**config.mk**
```make
export PLATFORM = sky130hd
export DESIGN_NAME = riscv_mem_arbiter
export DESIGN_NICKNAME = d
export VERILOG_FILES = /design/src/rtl/riscv_mem_arbiter.sv
export SDC_FILE = /design/constraint.sdc
export NUM_CORES = 1
export LEC_CHECK = 0
export BUFFER_PORTS_ARGS = -buffer_cell sky130_fd_sc_hd__buf_2
export CORE_AREA = 2 2 107 109
export CTS_CLUSTER_DIAMETER = 150
export CTS_CLUSTER_SIZE = 16
export DETAILED_ROUTE_END_ITERATION = 7
export DIE_AREA = 0 0 109 111
export PLACE_DENSITY_LB_ADDON = 0.1
export SLEW_MARGIN = 20
export SYNTH_ARGS = -nofsm -noshare
export SYNTH_HDL_FRONTEND = slang
export SYNTH_SLANG_ARGS = --single-unit
```
**constraint.sdc**
```tcl
create_clock -name clk -period 2.4 [get_ports clk]
set_clock_uncertainty 0.1 [all_clocks]
set_input_delay 0.24 -clock clk [delete_from_list [all_inputs] [get_ports clk]]
set_output_delay 0.24 -clock clk [all_outputs]
set_load 0.02 [all_outputs]
```
**src/rtl/riscv_mem_arbiter.sv**
```systemverilog
// riscv_mem_arbiter
// Shares one synchronous single-port SRAM between the core's instruction-fetch
// port and its load/store port. At most one access is granted per cycle and the
// owner of the read data returning on the following cycle is tracked.
// Optional feature macro: ARB_ROUND_ROBIN_EN (defined = alternate on conflict,
// undefined = fixed priority, data over instruction).
module riscv_mem_arbiter #(
  parameter int AW = 32,
  parameter int DW = 32
) (
  input  logic            clk,
  input  logic            rstb,
  // instruction fetch port
  input  logic            i_req,
  input  logic [AW-1:0]   i_addr,
  output logic            i_gnt,
  output logic            i_rvalid,
  output logic [DW-1:0]   i_rdata,
  // load/store port
  input  logic            d_req,
  input  logic            d_we,
  input  logic [DW/8-1:0] d_be,
  input  logic [AW-1:0]   d_addr,
  input  logic [DW-1:0]   d_wdata,
  output logic            d_gnt,
  output logic            d_rvalid,
  output logic [DW-1:0]   d_rdata,
  // SRAM port
  output logic            m_en,
  output logic            m_we,
  output logic [DW/8-1:0] m_be,
  output logic [AW-1:0]   m_addr,
  output logic [DW-1:0]   m_wdata,
  input  logic [DW-1:0]   m_rdata
);

  localparam logic [1:0] OWN_NONE  = 2'd0;
  localparam logic [1:0] OWN_INSTR = 2'd1;
  localparam logic [1:0] OWN_DATA  = 2'd2;

  localparam logic [0:0] LAST_INSTR = 1'b0;
  localparam logic [0:0] LAST_DATA  = 1'b1;

  logic [1:0] rsp_own_reg, rsp_own_next;
  logic       rsp_wr_reg, rsp_wr_next;
  logic [0:0] last_reg, last_next;
  logic       d_win;

`ifdef ARB_ROUND_ROBIN_EN
  // On a conflict the requester that did not win most recently takes the slot.
  assign d_win = d_req & (~i_req | (last_reg == LAST_INSTR));
`else
  // Data always wins; fetch only proceeds when the load/store port is idle.
  assign d_win = d_req;
  // History is still tracked so both builds share the same state, but it does
  // not steer arbitration here.
  logic last_unused;
  assign last_unused = last_reg[0];
`endif

  assign d_gnt = d_win;
  assign i_gnt = i_req & ~d_win;

  // Drive the SRAM control pins from whichever requester holds the grant.
  always_comb begin
    m_en    = 1'b0;
    m_we    = 1'b0;
    m_be    = '0;
    m_addr  = '0;
    m_wdata = '0;
    if (d_gnt) begin
      m_en    = 1'b1;
      m_we    = d_we;
      m_be    = d_we ? d_be : '1;
      m_addr  = d_addr;
      m_wdata = d_wdata;
    end else if (i_gnt) begin
      m_en    = 1'b1;
      m_be    = '1;
      m_addr  = i_addr;
    end
  end

  // Work out who owns next cycle's response and update the arbitration history.
  always_comb begin
    rsp_own_next = OWN_NONE;
    rsp_wr_next  = 1'b0;
    last_next    = last_reg;
    if (d_gnt) begin
      rsp_own_next = OWN_DATA;
      rsp_wr_next  = d_we;
      last_next    = LAST_DATA;
    end else if (i_gnt) begin
      rsp_own_next = OWN_INSTR;
      last_next    = LAST_INSTR;
    end
  end

  // Response tracking state; reset discards any response still in flight.
  always_ff @(posedge clk or negedge rstb) begin
    if (!rstb) begin
      rsp_own_reg <= OWN_NONE;
      rsp_wr_reg  <= 1'b0;
      last_reg    <= LAST_DATA;
    end else begin
      rsp_own_reg <= rsp_own_next;
      rsp_wr_reg  <= rsp_wr_next;
      last_reg    <= last_next;
    end
  end

  // Route returning SRAM data to its owner; store acknowledgements carry no data.
  always_comb begin
    i_rvalid = (rsp_own_reg == OWN_INSTR);
    d_rvalid = (rsp_own_reg == OWN_DATA);
    i_rdata  = i_rvalid ? m_rdata : '0;
    d_rdata  = (d_rvalid && !rsp_wr_reg) ? m_rdata : '0;
  end

endmodule
```
==> impl_results.html, run 1 <==
<table>
<tr><th>Metric</th><th>Value</th></tr>
<tr><th colspan="2">Logic synthesis</th></tr>
<tr><td>Synthesized area per cell</td><td>between 5 and 6 sq um</td></tr>
<tr><td>Share of cell area taken by muxes after synthesis</td><td>0%</td></tr>
<tr><td>Synthesized net count</td><td>365</td></tr>
<tr><td>Cell Area, Synth</td><td>about 1300 sq um</td></tr>
<tr><td>Synth Area in Simple Gates</td><td>between 60% and 70%</td></tr>
<tr><td>Dominant combinational cell family by area after synthesis</td><td>simple AND/OR/NAND/NOR gates</td></tr>
<tr><td>Post-Synth XOR/XNOR Area</td><td>0%</td></tr>
<tr><td>Yosys Warn Count</td><td>0</td></tr>
<tr><td>Area share of the leading cell type in the synthesized netlist</td><td>46.65%</td></tr>
<tr><td>Compound-cell area share of the yosys netlist</td><td>15.06%</td></tr>
<tr><td>Number of distinct standard cells referenced by the synthesized netlist</td><td>15</td></tr>
<tr><td>Adder-Cell Fraction of Synth Area</td><td>0%</td></tr>
<tr><td>#FFs+latches synth</td><td>3</td></tr>
<tr><td>Ranking of synthesized cells by area</td><td>and2_1 47%, nand2_1 18%, o21ai_0 12%</td></tr>
<tr><td>Number of instances in the synthesized netlist</td><td>228</td></tr>
<tr><td>Cell type contributing the most total cell area after synthesis</td><td>and2_1</td></tr>
<tr><td>Sequential share of the synthesized area</td><td>5.831%</td></tr>
<tr><th colspan="2">CTS</th></tr>
<tr><td>CTS tree</td><td>yes</td></tr>
<tr><td>CTS HTree Levels</td><td>1</td></tr>
<tr><td>Post-cts repair resize count</td><td>0</td></tr>
<tr><td>Clk slew on worst S/H paths</td><td>30 ps</td></tr>
<tr><td>Clock buffers created by TritonCTS</td><td>3</td></tr>
<tr><td>Root cell of the clock tree</td><td>clkbuf_16</td></tr>
<tr><td>Clock buffer depth</td><td>2</td></tr>
<tr><td>TritonCTS sink count</td><td>3</td></tr>
<tr><td>Post-CTS Repair Setup Buffers</td><td>0</td></tr>
<tr><th colspan="2">Die</th></tr>
<tr><td>Horiz. Die Dim</td><td>109 um</td></tr>
<tr><td>Overall die area</td><td>12100 sq um</td></tr>
<tr><td>Total I/O pin count</td><td>275</td></tr>
<tr><td>Overall die height</td><td>111 um</td></tr>
<tr><td>Initial core utilization</td><td>11.62%</td></tr>
<tr><td>Row count</td><td>39</td></tr>
<tr><td>Std-Cell Core Area</td><td>~11000 sq um</td></tr>
<tr><th colspan="2">Layout</th></tr>
<tr><td>Area grow syn2layout</td><td>120.9%</td></tr>
<tr><td>Nets</td><td>626</td></tr>
<tr><td>Fraction of layout instances using a drive strength above 1</td><td>around 58%</td></tr>
<tr><td>Final Util</td><td>between 20% and 30%</td></tr>
<tr><td>Max reg flops</td><td>2</td></tr>
<tr><td>Area of combinational cells with multiple inputs</td><td>1084 sq um</td></tr>
<tr><td>Cell area after layout</td><td>2844 sq um</td></tr>
<tr><td>Diode count</td><td>0</td></tr>
<tr><td>Layout filler cell count</td><td>1284</td></tr>
<tr><td>Area occupied by registers</td><td>75.07 sq um</td></tr>
<tr><th colspan="2">Detailed routing</th></tr>
<tr><td>Final WL</td><td>7105 um</td></tr>
<tr><td>Count of vias placed by the detailed router</td><td>around 2400</td></tr>
<tr><td>WL per Instance</td><td>11.26 um</td></tr>
<tr><td>First DRT Iteration DRCs</td><td>48</td></tr>
<tr><td>Via/cell ratio</td><td>3.739</td></tr>
<tr><td>DRC violation count after routing</td><td>0</td></tr>
<tr><td>Count of antenna-violating nets left after detailed routing</td><td>0</td></tr>
<tr><td>Router iterations before antenna repair</td><td>4</td></tr>
<tr><th colspan="2">STA</th></tr>
<tr><td>Min Clock Period, post-route</td><td>roughly 1800 ps</td></tr>
<tr><td>Setup Total Neg Slack</td><td>0 ps</td></tr>
<tr><td># setup viols final</td><td>0</td></tr>
<tr><td>Share of the clock period used by the worst path after layout</td><td>74.04%</td></tr>
<tr><td>Maximum clock rate</td><td>between 0.5 and 0.6 GHz</td></tr>
<tr><td>Unrepaired setup endpoints after global routing</td><td>no</td></tr>
<tr><td>Final-report max-slew violation count</td><td>0</td></tr>
<tr><td>Final hold violations</td><td>0</td></tr>
<tr><td>Remaining max-slew budget at the tightest pin</td><td>71.57%</td></tr>
<tr><td>Slew of the pin with the lowest slew margin</td><td>approximately 430 ps</td></tr>
<tr><th colspan="2">Setup path</th></tr>
<tr><td>Library cell contributing the largest single delay on the critical path</td><td>and2b_2</td></tr>
<tr><td>Worst setup EP type</td><td>primary output</td></tr>
<tr><td>Slowest Stage Delay on Critical Path</td><td>490 ps</td></tr>
<tr><td>Startpoint class of the critical path</td><td>register</td></tr>
<tr><td>Critical path fanouts, max</td><td>33</td></tr>
<tr><td>Kind of critical path</td><td>register to primary output</td></tr>
<tr><td>List of cells traversed by the critical path</td><td>and2b_2 -&gt; and2_1 -&gt; buf_2</td></tr>
<tr><td>Data required time at the worst endpoint</td><td>between 2000 and 2500 ps</td></tr>
<tr><td>Signal arrival time at the worst endpoint</td><td>1440 ps</td></tr>
<tr><th colspan="2">Placement</th></tr>
<tr><td>DP Area</td><td>around 2800 sq um</td></tr>
<tr><td>Final GP Congestion</td><td>0.7727</td></tr>
<tr><td>Placed wire-length estimate after detailed placement</td><td>approximately 6200 um</td></tr>
<tr><td>Number of port buffers</td><td>~270</td></tr>
<tr><th colspan="2">Job</th></tr>
<tr><td>Count of max-cap constraint violations</td><td>0</td></tr>
<tr><th colspan="2">Global routing</th></tr>
<tr><td>Global-route wire length before repair</td><td>10030 um</td></tr>
<tr><td>Initial antenna violation count</td><td>0</td></tr>
<tr><td>Number of global-route vias before repair</td><td>roughly 2100</td></tr>
<tr><td>Tot GR Track Use</td><td>10.49%</td></tr>
<tr><td>Overflow left after global routing</td><td>0</td></tr>
<tr><td>Pin count of the biggest net entering global routing</td><td>62</td></tr>
<tr><th colspan="2">Hold path</th></tr>
<tr><td>Type of the tightest min-delay check</td><td>primary input to async pin</td></tr>
<tr><th colspan="2">Pwr</th></tr>
<tr><td>Peak supply drop</td><td>approximately 0.17 mV</td></tr>
<tr><td>Leakage power of the design</td><td>approximately 1.8 nW</td></tr>
<tr><td>Total power density per cell area</td><td>299.3 nW/um^2</td></tr>
<tr><th colspan="2">Status</th></tr>
<tr><td>Result of the run</td><td>completed</td></tr>
</table>
==> power by group <==
| part | internal (W) | switching, W |
|---|---|---|
| clock network | 0.000219 | 0.0000440 |
| logic | 0.000222 | 0.000311 |
| registers | 0.0000536 | 0.00000217 |
| total | 0.000494 | 0.000357 |
==> layout make-up <==
type / instances / area share, %
Inverter: 1 / 0.1320
Timing Repair Buffer: 279 / 50.07
Tap cell: 143 / 6.291
Clock buffer: 4 / 2.772
Sequential cell: 3 / 2.640
Multi-Input combinational cell: 201 / 38.10
==> placed cells by master (no fill, tap or decap) <==
cell	synthesis	routed
buf_4	7	3
dlygate4sd3_1	0	1
clkbuf_1	6	1
and2_1	96	96
or2_0	1	1
dfrtp_1	3	3
buf_2	4	274
o21a_1	4	4
buf_12	0	1
nand2_1	63	63
o21ai_0	31	31
inv_1	1	1
and2b_2	1	1
nor2b_1	3	3
clkbuf_16	0	3
a22o_1	1	1
nor3b_4	1	1
==> final timing paths <==
check	startpoint	depth (start not counted)	to
hold / removal	rstb	2	rsp_own_reg[0]
min in group clk	d_we	3	rsp_wr_reg
setup / recovery	rsp_own_reg[1]	3	i_rdata[9]
max in group asynchronous	rstb	2	rsp_wr_reg
==> per-layer routing <==
layer	vias up	track usage [%]	wire, um
met5	-	0	0
met4	0	1.538	22
met3	2	3.057	946
met2	162	22.15	3823
met1	975	9.519	2313
li1	1220	-	-
==> Yosys cell counts <==
cell / count
and2_1: 96
nand2_1: 63
o21ai_0: 31
buf_4: 7
clkbuf_1: 6
clkbuf_2: 6
buf_2: 4
o21a_1: 4
dfrtp_1: 3
nor2b_1: 3
a22o_1: 1
and2b_2: 1
inv_1: 1
nor3b_4: 1
or2_0: 1
==> worst max-delay path, delay by kind of cell (launching register included) <==
kind	cells	cell delay [ps]
and+or+nand+nor	2	680
buffers and inverters	1	160
DFF	1	370
==> logic make-up (layout without fill, tap and decap cells) <==
group	count (synthesis)	count (layout)
compound gates	36	36
simple gates	165	165
flops	3	3
buf+inv	24	284
==> timing repair <==
item,in CTS,in global routing
hold buffers,1,0
endpoints found under the hold margin,3,0
endpoints found under the setup margin,0,0
==> per-stage QoR <==
step | hold WS [ps] | power [W] | std cells | setup WS [ps]
2_1_floorplan | -155.6 | 0.0003536 | 228 | 984.6
6_report | 244.7 | 0.0008512 | 631 | 623.1
3_5_place_dp | -60.74 | 0.0005957 | 626 | 791.0
4_1_cts | 253.2 | 0.0008666 | 631 | 590.7
3_3_place_gp | -62.45 | 0.0005987 | 626 | 810.8
5_1_grt | 273.3 | 0.0009126 | 631 | 496.7
Note: power is estimated with default switching activity, not from simulation.
==> run 2: changes to the inputs <==
CORE_AREA = 2 2 108 110   (was 2 2 107 109)
DIE_AREA = 0 0 110 112   (was 0 0 109 111)
clock period = 1.7 ns   (was 2.4 ns; I/O delays follow)
==> run 2 against run 1 <==
Against the previous run:
- final cell count increased by 1.1%
- global-route usage down 0.54 points
- via count is 1.9% higher
- non-clock buffer count increased by 6
- largest power group unchanged
- highest routed layer unchanged
- critical path depth increased by 1
- sequential power rose by 44%
- combinational power grew 45%
- core utilization increased by 0.53 points
==> impl_results.html, run 2 (same netlist as run 1, synthesis figures left out) <==
<table>
<tr><th>Metric</th><th>Value</th></tr>
<tr><th colspan="2">Pwr</th></tr>
<tr><td>Sw Ratio</td><td>41.59%</td></tr>
<tr><td>Clock power share</td><td>30.6%</td></tr>
<tr><td>Portion of total power attributed to combinational logic</td><td>between 60% and 70%</td></tr>
<tr><td>Internal Power</td><td>0.0007169 W</td></tr>
<tr><td>PnR Total Power</td><td>between 0.001 and 0.0015 W</td></tr>
<tr><td>NetSw</td><td>slightly above 0.0005 W</td></tr>
<tr><td>Total power density per cell area</td><td>419.2 nW/um^2</td></tr>
<tr><td>Peak supply drop</td><td>0.1672 mV</td></tr>
<tr><td>Leakage power of the design</td><td>1.830 nW</td></tr>
<tr><td>Sequential share of power</td><td>6.5%</td></tr>
<tr><th colspan="2">Layout</th></tr>
<tr><td>Area of combinational cells with multiple inputs</td><td>between 1000 and 1500 sq um</td></tr>
<tr><td>Final Util</td><td>26.20%</td></tr>
<tr><td>Diode count</td><td>0</td></tr>
<tr><td>Fraction of layout instances using a drive strength above 1</td><td>58.79%</td></tr>
<tr><td>Max reg flops</td><td>2</td></tr>
<tr><td>Layout filler cell count</td><td>1268</td></tr>
<tr><td>Final Non-Filler Cells</td><td>about 640</td></tr>
<tr><td>Nets</td><td>633</td></tr>
<tr><td>Area occupied by registers</td><td>roughly 76 sq um</td></tr>
<tr><td>Commonest cells after routing, fill and taps aside</td><td>263 x buf_2, 96 x and2_1, 63 x nand2_1</td></tr>
<tr><td>Area grow syn2layout</td><td>127.4%</td></tr>
<tr><td>Leading cell type in the layout, fill and taps excluded</td><td>buf_2</td></tr>
<tr><th colspan="2">STA</th></tr>
<tr><td>Slew of the pin with the lowest slew margin</td><td>311.1 ps</td></tr>
<tr><td>Unrepaired setup endpoints after global routing</td><td>no</td></tr>
<tr><td>Min Clock Period, post-route</td><td>between 1500 and 2000 ps</td></tr>
<tr><td>Remaining max-slew budget at the tightest pin</td><td>79.26%</td></tr>
<tr><td>Setup Total Neg Slack</td><td>0 ps</td></tr>
<tr><td>Share of the clock period used by the worst path after layout</td><td>96.09%</td></tr>
<tr><td>Maximum clock rate</td><td>roughly 0.6 GHz</td></tr>
<tr><td># setup viols final</td><td>0</td></tr>
<tr><td>Final hold violations</td><td>0</td></tr>
<tr><td>Final-report max-slew violation count</td><td>0</td></tr>
<tr><td>Final worst hold slack</td><td>189.9 ps</td></tr>
<tr><th colspan="2">Detailed routing</th></tr>
<tr><td>Count of antenna-violating nets left after detailed routing</td><td>0</td></tr>
<tr><td>DRC violation count after routing</td><td>0</td></tr>
<tr><td>Final WL</td><td>7008 um</td></tr>
<tr><td>WL per Instance</td><td>between 10 and 15 um</td></tr>
<tr><td>First DRT Iteration DRCs</td><td>53</td></tr>
<tr><td>Via/cell ratio</td><td>3.766</td></tr>
<tr><td>Router iterations before antenna repair</td><td>4</td></tr>
<tr><td>Count of vias placed by the detailed router</td><td>2403</td></tr>
<tr><th colspan="2">Placement</th></tr>
<tr><td>Placed wire-length estimate after detailed placement</td><td>a little under 6000 um</td></tr>
<tr><td>Number of port buffers</td><td>around 270</td></tr>
<tr><td>Final GP Congestion</td><td>0.7442</td></tr>
<tr><td>Number of placed cells counting well taps</td><td>632</td></tr>
<tr><th colspan="2">CTS</th></tr>
<tr><td>CTS HTree Levels</td><td>1</td></tr>
<tr><td>Clk slew on worst S/H paths</td><td>30 ps</td></tr>
<tr><td>Clock buffers created by TritonCTS</td><td>3</td></tr>
<tr><td>CTS tree</td><td>yes</td></tr>
<tr><td>TritonCTS sink count</td><td>3</td></tr>
<tr><td>Clock buffer depth</td><td>2</td></tr>
<tr><td>Root cell of the clock tree</td><td>clkbuf_16</td></tr>
<tr><th colspan="2">Setup path</th></tr>
<tr><td>Worst path top cell family by delay</td><td>flip-flops</td></tr>
<tr><td>Data required time at the worst endpoint</td><td>1430 ps</td></tr>
<tr><td>Startpoint class of the critical path</td><td>register</td></tr>
<tr><td>Signal arrival time at the worst endpoint</td><td>1360 ps</td></tr>
<tr><td>CP Launch Point</td><td>rsp_own_reg[0]</td></tr>
<tr><td>List of cells traversed by the critical path</td><td>nor3b_4 -&gt; buf_12 -&gt; and2_1 -&gt; buf_2</td></tr>
<tr><td>Kind of critical path</td><td>register to primary output</td></tr>
<tr><td>Worst setup EP type</td><td>primary output</td></tr>
<tr><td>Crit path buffers/inverters</td><td>2</td></tr>
<tr><td>Library cell contributing the largest single delay on the critical path</td><td>dfrtp_2</td></tr>
<tr><td>Slowest Stage Delay on Critical Path</td><td>430 ps</td></tr>
<tr><td>Critical path fanouts, max</td><td>32</td></tr>
<tr><th colspan="2">Global routing</th></tr>
<tr><td>Global-route wire length before repair</td><td>9784 um</td></tr>
<tr><td>Pin count of the biggest net entering global routing</td><td>45</td></tr>
<tr><td>Number of global-route vias before repair</td><td>2143</td></tr>
<tr><td>Initial antenna violation count</td><td>0</td></tr>
<tr><td>Overflow left after global routing</td><td>0</td></tr>
<tr><td>Tot GR Track Use</td><td>around 10%</td></tr>
<tr><th colspan="2">Die</th></tr>
<tr><td>Horiz. Die Dim</td><td>between 100 and 150 um</td></tr>
<tr><td>Overall die height</td><td>around 110 um</td></tr>
<tr><td>Total I/O pin count</td><td>roughly 280</td></tr>
<tr><td>Initial core utilization</td><td>between 10% and 20%</td></tr>
<tr><td>Row count</td><td>39</td></tr>
<tr><td>Std-Cell Core Area</td><td>around 11000 sq um</td></tr>
<tr><td>Overall die area</td><td>between 10000 and 15000 sq um</td></tr>
<tr><th colspan="2">Job</th></tr>
<tr><td>Count of max-cap constraint violations</td><td>0</td></tr>
<tr><th colspan="2">Status</th></tr>
<tr><td>Result of the run</td><td>completed</td></tr>
<tr><th colspan="2">Hold path</th></tr>
<tr><td>Type of the tightest min-delay check</td><td>primary input to async pin</td></tr>
</table>
[run 2: cell types whose count changed in the layout (fill, tap and decap cells not counted), sizes merged]
cell,before,now
and2b,1,2
buf,278,284
[run 2: layout make-up]
cell class / count / share of cell area, %
Sequential cell: 3 / 2.607
Multi-Input combinational cell: 202 / 37.35
Timing Repair Buffer: 285 / 51.11
Inverter: 1 / 0.1282
Clock buffer: 4 / 2.692
Tap cell: 143 / 6.111
[run 2: path summary, 6_finish.rpt]
| check | cells past startpoint | endpoint | slack, ps |
|---|---|---|---|
| min in group clk | 3 | rsp_wr_reg | 210 |
| max | 4 | d_rdata[26] | 70 |
| max in group asynchronous | 2 | rsp_own_reg[0] | 1190 |
| min | 2 | rsp_wr_reg | 190 |
[run 2: timing repair]
| action | in CTS | in global routing |
|---|---|---|
| setup endpoints to repair | 32 | 35 |
| hold buffers | 1 | 0 |
| cloned | 0 | 1 |
| setup buffers | 0 | 0 |
| resized for setup | 1 | 13 |
| hold endpoints to repair | 3 | 0 |
[run 2: metrics by stage]
| step | area [sq um] | setup WS (ps) |
|---|---|---|
| 4_1_cts | 2890 | 26.15 |
| 2_1_floorplan | 1287 | 383.0 |
| 3_3_place_gp | 2800 | 176.8 |
| 3_5_place_dp | 2800 | 170.1 |
| 5_1_grt | 2928 | 0.2254 |
| 6_report | 2928 | 66.43 |
[run 2: power groups by stage]
| stage | Sequential, W | Clock, W | Combinational, W |
|---|---|---|---|
| after floorplan | 0.0000791 | 0 | 0.000420 |
| after global placement | 0.0000794 | 0 | 0.000772 |
| after detailed placement | 0.0000796 | 0 | 0.000770 |
| after CTS | 0.0000790 | 0.000382 | 0.000775 |
| after global routing | 0.0000811 | 0.000387 | 0.000850 |
| final | 0.0000801 | 0.000376 | 0.000772 |
[run 2: per-layer routing]
layer	track usage (%)	vias up	part of all wire [%]
li1	-	1234	-
met4	3.038	0	1.9
met5	0	-	0
met1	9.309	1000	32
met2	20.53	159	54
met3	2.049	10	11
